[config.mk]
export PLATFORM = sky130hd
export DESIGN_NAME = cache_controller
export DESIGN_NICKNAME = d
export VERILOG_FILES = /design/src/rtl/cache_controller.sv
export SDC_FILE = /design/constraint.sdc
export NUM_CORES = 1
export LEC_CHECK = 0
export ABC_AREA = 1
export CAP_MARGIN = 5
export CORE_AREA = 2 2 39 41
export CTS_BUF_LIST = sky130_fd_sc_hd__clkbuf_16
export CTS_CLUSTER_DIAMETER = 100
export DETAILED_ROUTE_END_ITERATION = 8
export DIE_AREA = 0 0 41 43
export PLACE_DENSITY = 0.45
export SYNTH_ARGS = -nofsm -noshare
export SYNTH_HDL_FRONTEND = slang
export SYNTH_SLANG_ARGS = --single-unit
[constraint.sdc]
create_clock -name clk -period 3.4 [get_ports clk]
set_input_delay 0.85 -clock clk [delete_from_list [all_inputs] [get_ports clk]]
set_output_delay 0.85 -clock clk [all_outputs]
set_load 0.02 [all_outputs]
[src/rtl/cache_controller.sv]
// Sequencing FSM for the direct-mapped data cache: read-miss block fill, write-through stores.
// Optional read hit/miss statistics counters are built when CACHE_STATS_EN is defined.
module cache_controller (
    input  logic        clk,
    input  logic        rst,
    input  logic        cpu_rd,
    input  logic        cpu_wr,
    input  logic        hit_miss,
    input  logic        dm_ready,
    output logic        stall,
    output logic        rd_en_cm,
    output logic        wr_en_cm,
    output logic        mem_to_cache_en,
    output logic        dm_rd_en,
    output logic        dm_wr_en
`ifdef CACHE_STATS_EN
   ,output logic [15:0] hit_count,
    output logic [15:0] miss_count
`endif
);

    // state   | meaning
    // IDLE    | accept requests; read hits complete here without stall
    // RD_MISS | block read outstanding in data memory
    // FILL    | one-cycle line fill from the memory bus
    // WR_WAIT | write-through word outstanding in data memory
    typedef enum logic [1:0] {
        IDLE    = 2'd0,
        RD_MISS = 2'd1,
        FILL    = 2'd2,
        WR_WAIT = 2'd3
    } state_t;

    state_t r_state;
    state_t w_next;

    always_ff @(posedge clk) begin
        if (rst) begin
            r_state <= IDLE;
        end else begin
            r_state <= w_next;
        end
    end

    always_comb begin
        w_next          = r_state;
        stall           = 1'b0;
        rd_en_cm        = 1'b0;
        wr_en_cm        = 1'b0;
        mem_to_cache_en = 1'b0;
        dm_rd_en        = 1'b0;
        dm_wr_en        = 1'b0;
        // Outputs held quiet during reset so an aborted access never touches the cache
        if (!rst) begin
            case (r_state)
                IDLE: begin
                    if (cpu_wr) begin
                        stall    = 1'b1;
                        dm_wr_en = 1'b1;
                        wr_en_cm = hit_miss;
                        w_next   = WR_WAIT;
                    end else if (cpu_rd) begin
                        if (hit_miss) begin
                            rd_en_cm = 1'b1;
                        end else begin
                            stall    = 1'b1;
                            dm_rd_en = 1'b1;
                            w_next   = RD_MISS;
                        end
                    end
                end
                RD_MISS: begin
                    stall    = 1'b1;
                    dm_rd_en = 1'b1;
                    if (dm_ready) begin
                        w_next = FILL;
                    end
                end
                FILL: begin
                    stall           = 1'b1;
                    mem_to_cache_en = 1'b1;
                    w_next          = IDLE;
                end
                WR_WAIT: begin
                    dm_wr_en = 1'b1;
                    if (dm_ready) begin
                        w_next = IDLE;
                    end else begin
                        stall = 1'b1;
                    end
                end
                default: w_next = IDLE;
            endcase
        end
    end

`ifdef CACHE_STATS_EN
    logic [15:0] r_hit_count;
    logic [15:0] r_miss_count;
    logic        w_miss_start;

    assign w_miss_start = (r_state == IDLE) && (w_next == RD_MISS);

    always_ff @(posedge clk) begin
        if (rst) begin
            r_hit_count  <= 16'd0;
            r_miss_count <= 16'd0;
        end else begin
            if (rd_en_cm && (r_hit_count != 16'hFFFF)) begin
                r_hit_count <= r_hit_count + 16'd1;
            end
            if (w_miss_start && (r_miss_count != 16'hFFFF)) begin
                r_miss_count <= r_miss_count + 16'd1;
            end
        end
    end

    assign hit_count  = r_hit_count;
    assign miss_count = r_miss_count;
`endif

endmodule

Yosys cells after proc, flatten, opt, wreduce, memory -nomap -nowiden:

Index checks and enable logic that the tools add are counted.

* bits in read-only memories: 0
* word-level logic and storage cells: 39
* register bits after elaboration: 2
* output and inout port bits: 6
* memory bits (writable): 0
* memories: 0
* input port bits: 6
* latch bits: 0

* div/mod/pow operators: 0
* equal/unequal tests: 7
* bitwise operators: 0
* shifts and indexed selects: 0
* multipliers: 0
* order comparisons: 0
* reductions and logical operators: 3
* mux-type cells: 28
* add/subtract/negate cells: 0

Operator list (number)
* 1-bit 2-to-1 mux: 19
* 2-bit 2-to-1 mux: 5
* 2-bit case mux with 4 select lines: 1
* 3-bit != test, second input constant: 2
* 2-bit equality test, second input constant: 2
* 2-bit != test, second input constant: 2
* 1-bit case mux with 2 select lines: 2
* 4-bit AND reduction: 1
* 1-bit case mux with 3 select lines: 1
* 2-bit by 1-bit equality test with 1-bit output, second input constant: 1
* 2-bit zero test: 1
* 2-bit OR reduction: 1

Longest topological paths before layout:

* word-level depth: 5
* mapped depth: 8
* depth with buffers taken out: 8

Least setup slack after synthesis:

Ideal clock, no wire load.

* path type: input port to output port
* from: in cpu_wr
* to: out rd_en_cm
* cell stages on the path: 3
* arrival time: 1445 ps
* buffers on the path: 0
* data required time: 2550 ps
* slack: 1105 ps
* cells stage by stage: inv_2 nand3_2 nor3_1

* longest elaborated chain between the ends: 3

Ends and longest elaborated chain
* start, declared: line 7 `input logic cpu_wr,`
* 1-bit 2-to-1 mux: line 57 `if (cpu_wr) begin`
* 1-bit 2-to-1 mux: line 55 `case (r_state)`
* 1-bit 2-to-1 mux: line 54 `if (!rst) begin`
* end, declared: line 11 `output logic rd_en_cm,`

Every way passes these cells.

Worst setup path in the final report:

* from: in cpu_wr
* to: out stall

* longest elaborated chain between the ends: 3

Ends and longest elaborated chain
* 1-bit 2-to-1 mux: line 57
* 1-bit case mux with 3 select lines: line 55
* 1-bit 2-to-1 mux: line 54
* end, declared: line 10 `output logic stall,`

Every way passes these cells.

==> run_results.csv <==
group,metric,value,unit
placed_design,placed_cells,75,
logic_synthesis,synth_fa_ha_area_share,21.6,%
logic_synthesis,ys_seq_area_share,13.8,%
timing,fin_setup_tns,0,ns
die,initial_utilization,21.0,%
finish,fin_util,36.3,%
cts,numClockSinks,2,
timing,fin_crit_sh,93.8,%
cts,ctsResizeCount,0,
pwr,power_density,917,nW/um2
drt,wl,744,um
timing,fin_skew,0.00306,ns
drt,vias,329,
timing,final_max_slew_viol_count,0,
timing,setup_violations,0,
logic_synthesis,synth.net_count,58,
pwr,power_switching_share,37.7,%
cts,cts-hold-fix-buffers,0,
timing,layout_setup_ws,0.209,ns
die,pin_count,12,
logic_synthesis,synthMuxAreaShare,0,%
logic_synthesis,synthesis.area,290,um2
drt,antenna_left,0,
logic_synthesis,synth.distinct_cells,13,
flow_run,drv_cap,0,
finish,largest_reg_flops,2,
cts,cts_tree,"done",
placed_design,globalplace.congestion,0.723,
placed_design,pre_cts_slack,0.203,ns
cts,clockBufferDepth,2,
critical_path,path_class,"in2out",
finish,drive_above_1_share,12.9,%
drt,wl_per_cell,9.54,um
finish,fillers,153,
run_status,status,"finished, final reports clean",
drt,first_pass_iters,2,
critical_path,end_kind,"primary output",
drt,drc,0,
timing,period_minus_slack,3.19,ns
finish,syn2layout_area_growth,73.3,%
pwr,internal-power,0.287,mW
timing,holdWs,0.623,ns
logic_synthesis,synth_top_family_by_area,"simple AND/OR/NAND/NOR gates",
pwr,power_frac_comb,51.7,%
logic_synthesis,synth-simple-area-share,36.2,%
finish,nets,75,
grt,grt_usage,10.1,%
logic_synthesis,synth-compound-area-share,14.2,%
grt,antenna_found_initial,0,
logic_synthesis,synth_top_area_share,21.6,%
logic_synthesis,synthXorXnorAreaFrac,0,%
timing,finalHoldViolations,0,
finish,antenna_cells,0,
finish,fin_cells,78,
pwr,p_leak,0.256,nW
drt,drt-initial-drc-count,4,
logic_synthesis,synth_seq_cells,2,
pwr,irDropWorstVdd,331,uV
critical_path,cp-start-kind,"input pin",
die,die_w,41,um
grt,grt-ovfl-total,0,
pwr,pwr-share-seq,9.7,%
critical_path,crit_required,2.55,ns
critical_path,cp_max_fo,4,
die,rows,14,
placed_design,dp_hpwl,576,um
finish,largest_register,"r_state",
drt,via_per_inst,4.22,
cts,worstSkewPairLatency,0.22,ns
die,die_h,43,um
pwr,p_sw,0.174,mW
cts,clk_pin_slew,0.03,ns
die,dieArea,1760,um2
grt,grt_pass1_vias,303,
placed_design,io_buffers,11,
logic_synthesis,synth_area_leader_cell,"ha_1",
logic_synthesis,ys_warn_count,0,
logic_synthesis,avgSynthCellArea,6.18,um2
cts,cts_setup_buffers,0,
worst_hold_path,min_path_type,"reg2reg",
finish,top_regs,"r_state x2",
logic_synthesis,netlist_top_cells_area,"ha_1 (22%), dfxtp_1 (14%), inv_1 (13%)",
pwr,p_clk_share,38.6,%
timing,relSlewSlack,85.6,%
die,core,1380,um2
grt,grt_pass1_wl,1.13,mm
logic_synthesis,netlist_instances,47,
cts,h-tree-depth,1,
timing,rsz0062_at_grt,"false",
timing,fmax,313,MHz
cts,cts_buffers,3,
grt,grt_max_degree,6,
cts,cts-root-buf,"clkbuf_16",
critical_path,cp.arrival,2.34,ns
timing,tightestPinTransition,0.215,ns
==> cells in the mapped netlist <==
cell	n
a21oi_1	4
dfxtp_1	2
ha_1	5
inv_1	10
inv_2	1
nand2_1	9
nand3_1	2
nand3_2	2
nand4_1	1
nor2_1	8
nor3_1	1
o21ai_0	1
o21ai_4	1
==> cells by family (layout without fill, tap and decap cells) <==
group / count (synthesis) / in the layout
DFF: 2 / 2
AOI/OAI and AO/OA: 6 / 6
and+or+nand+nor: 23 / 23
buffers and inverters: 11 / 26
adders and majority gates: 5 / 5
==> through the flow <==
step	instance area [um2]	total power, mW
floorplan	290	0.214
global placement	428	0.292
detailed placement	428	0.285
CTS	503	0.469
global route	503	0.502
finish	503	0.461
==> cell type report <==
class                      instances  area [um2]  share of cell area, %
sequential                         2        40.0                   7.96
clock buffer                       3        75.1                   14.9
timing repair buffer              12         118                   23.4
inverter                          11        41.3                   8.21
multi-input combinational         34         209                   41.5
tap                               16        20.0                   3.98
==> power by group through the flow <==
| stage | Combinational, mW | Sequential [mW] | Clock, mW |
|---|---|---|---|
| final | 0.238 | 0.0449 | 0.178 |
| after global routing | 0.269 | 0.0472 | 0.186 |
| after CTS | 0.241 | 0.0452 | 0.183 |
| after detailed placement | 0.239 | 0.0455 | 0 |
| after global placement | 0.246 | 0.0457 | 0 |
| after floorplan | 0.170 | 0.0434 | 0 |
==> worst max-delay path, stage by stage <==
cell and delay [ns]:
clkdlybuf4s50_1 0.53, inv_2 0.06, nand2_1 0.07, o21ai_0 0.09, a21oi_1 0.13, clkdlybuf4s50_1 0.61
==> cell usage in the layout (no fill, tap or decap), drive strengths merged <==
cell           Yosys  layout
clkbuf             0       3
nand3              4       4
clkdlybuf4s50      0      11
ha                 5       5
inv               11      11
dfxtp              2       2
buf                0       1
a21oi              4       4
nor2               8       8
o21ai              2       2
nor3               1       1
nand2              9       9
nand4              1       1
==> final timing paths <==
path	slack [ns]	start	end	cells past startpoint
worst max register to register	2.20	r_state[1]	r_state[0]	7
worst min-delay path	0.62	r_state[1]	r_state[1]	4
worst max-delay path	0.21	cpu_wr	stall	6
worst min register to register	0.62	r_state[1]	r_state[1]	4
==> per-layer routing <==
metal	vias up	global-route usage [%]	wire (um)
met4	0	10.0	0
met3	0	1.57	48
met2	10	15.3	373
met1	143	10.9	322
li1	176	-	-
met5	-	0	0
Note: power is estimated with default switching activity, not from simulation.
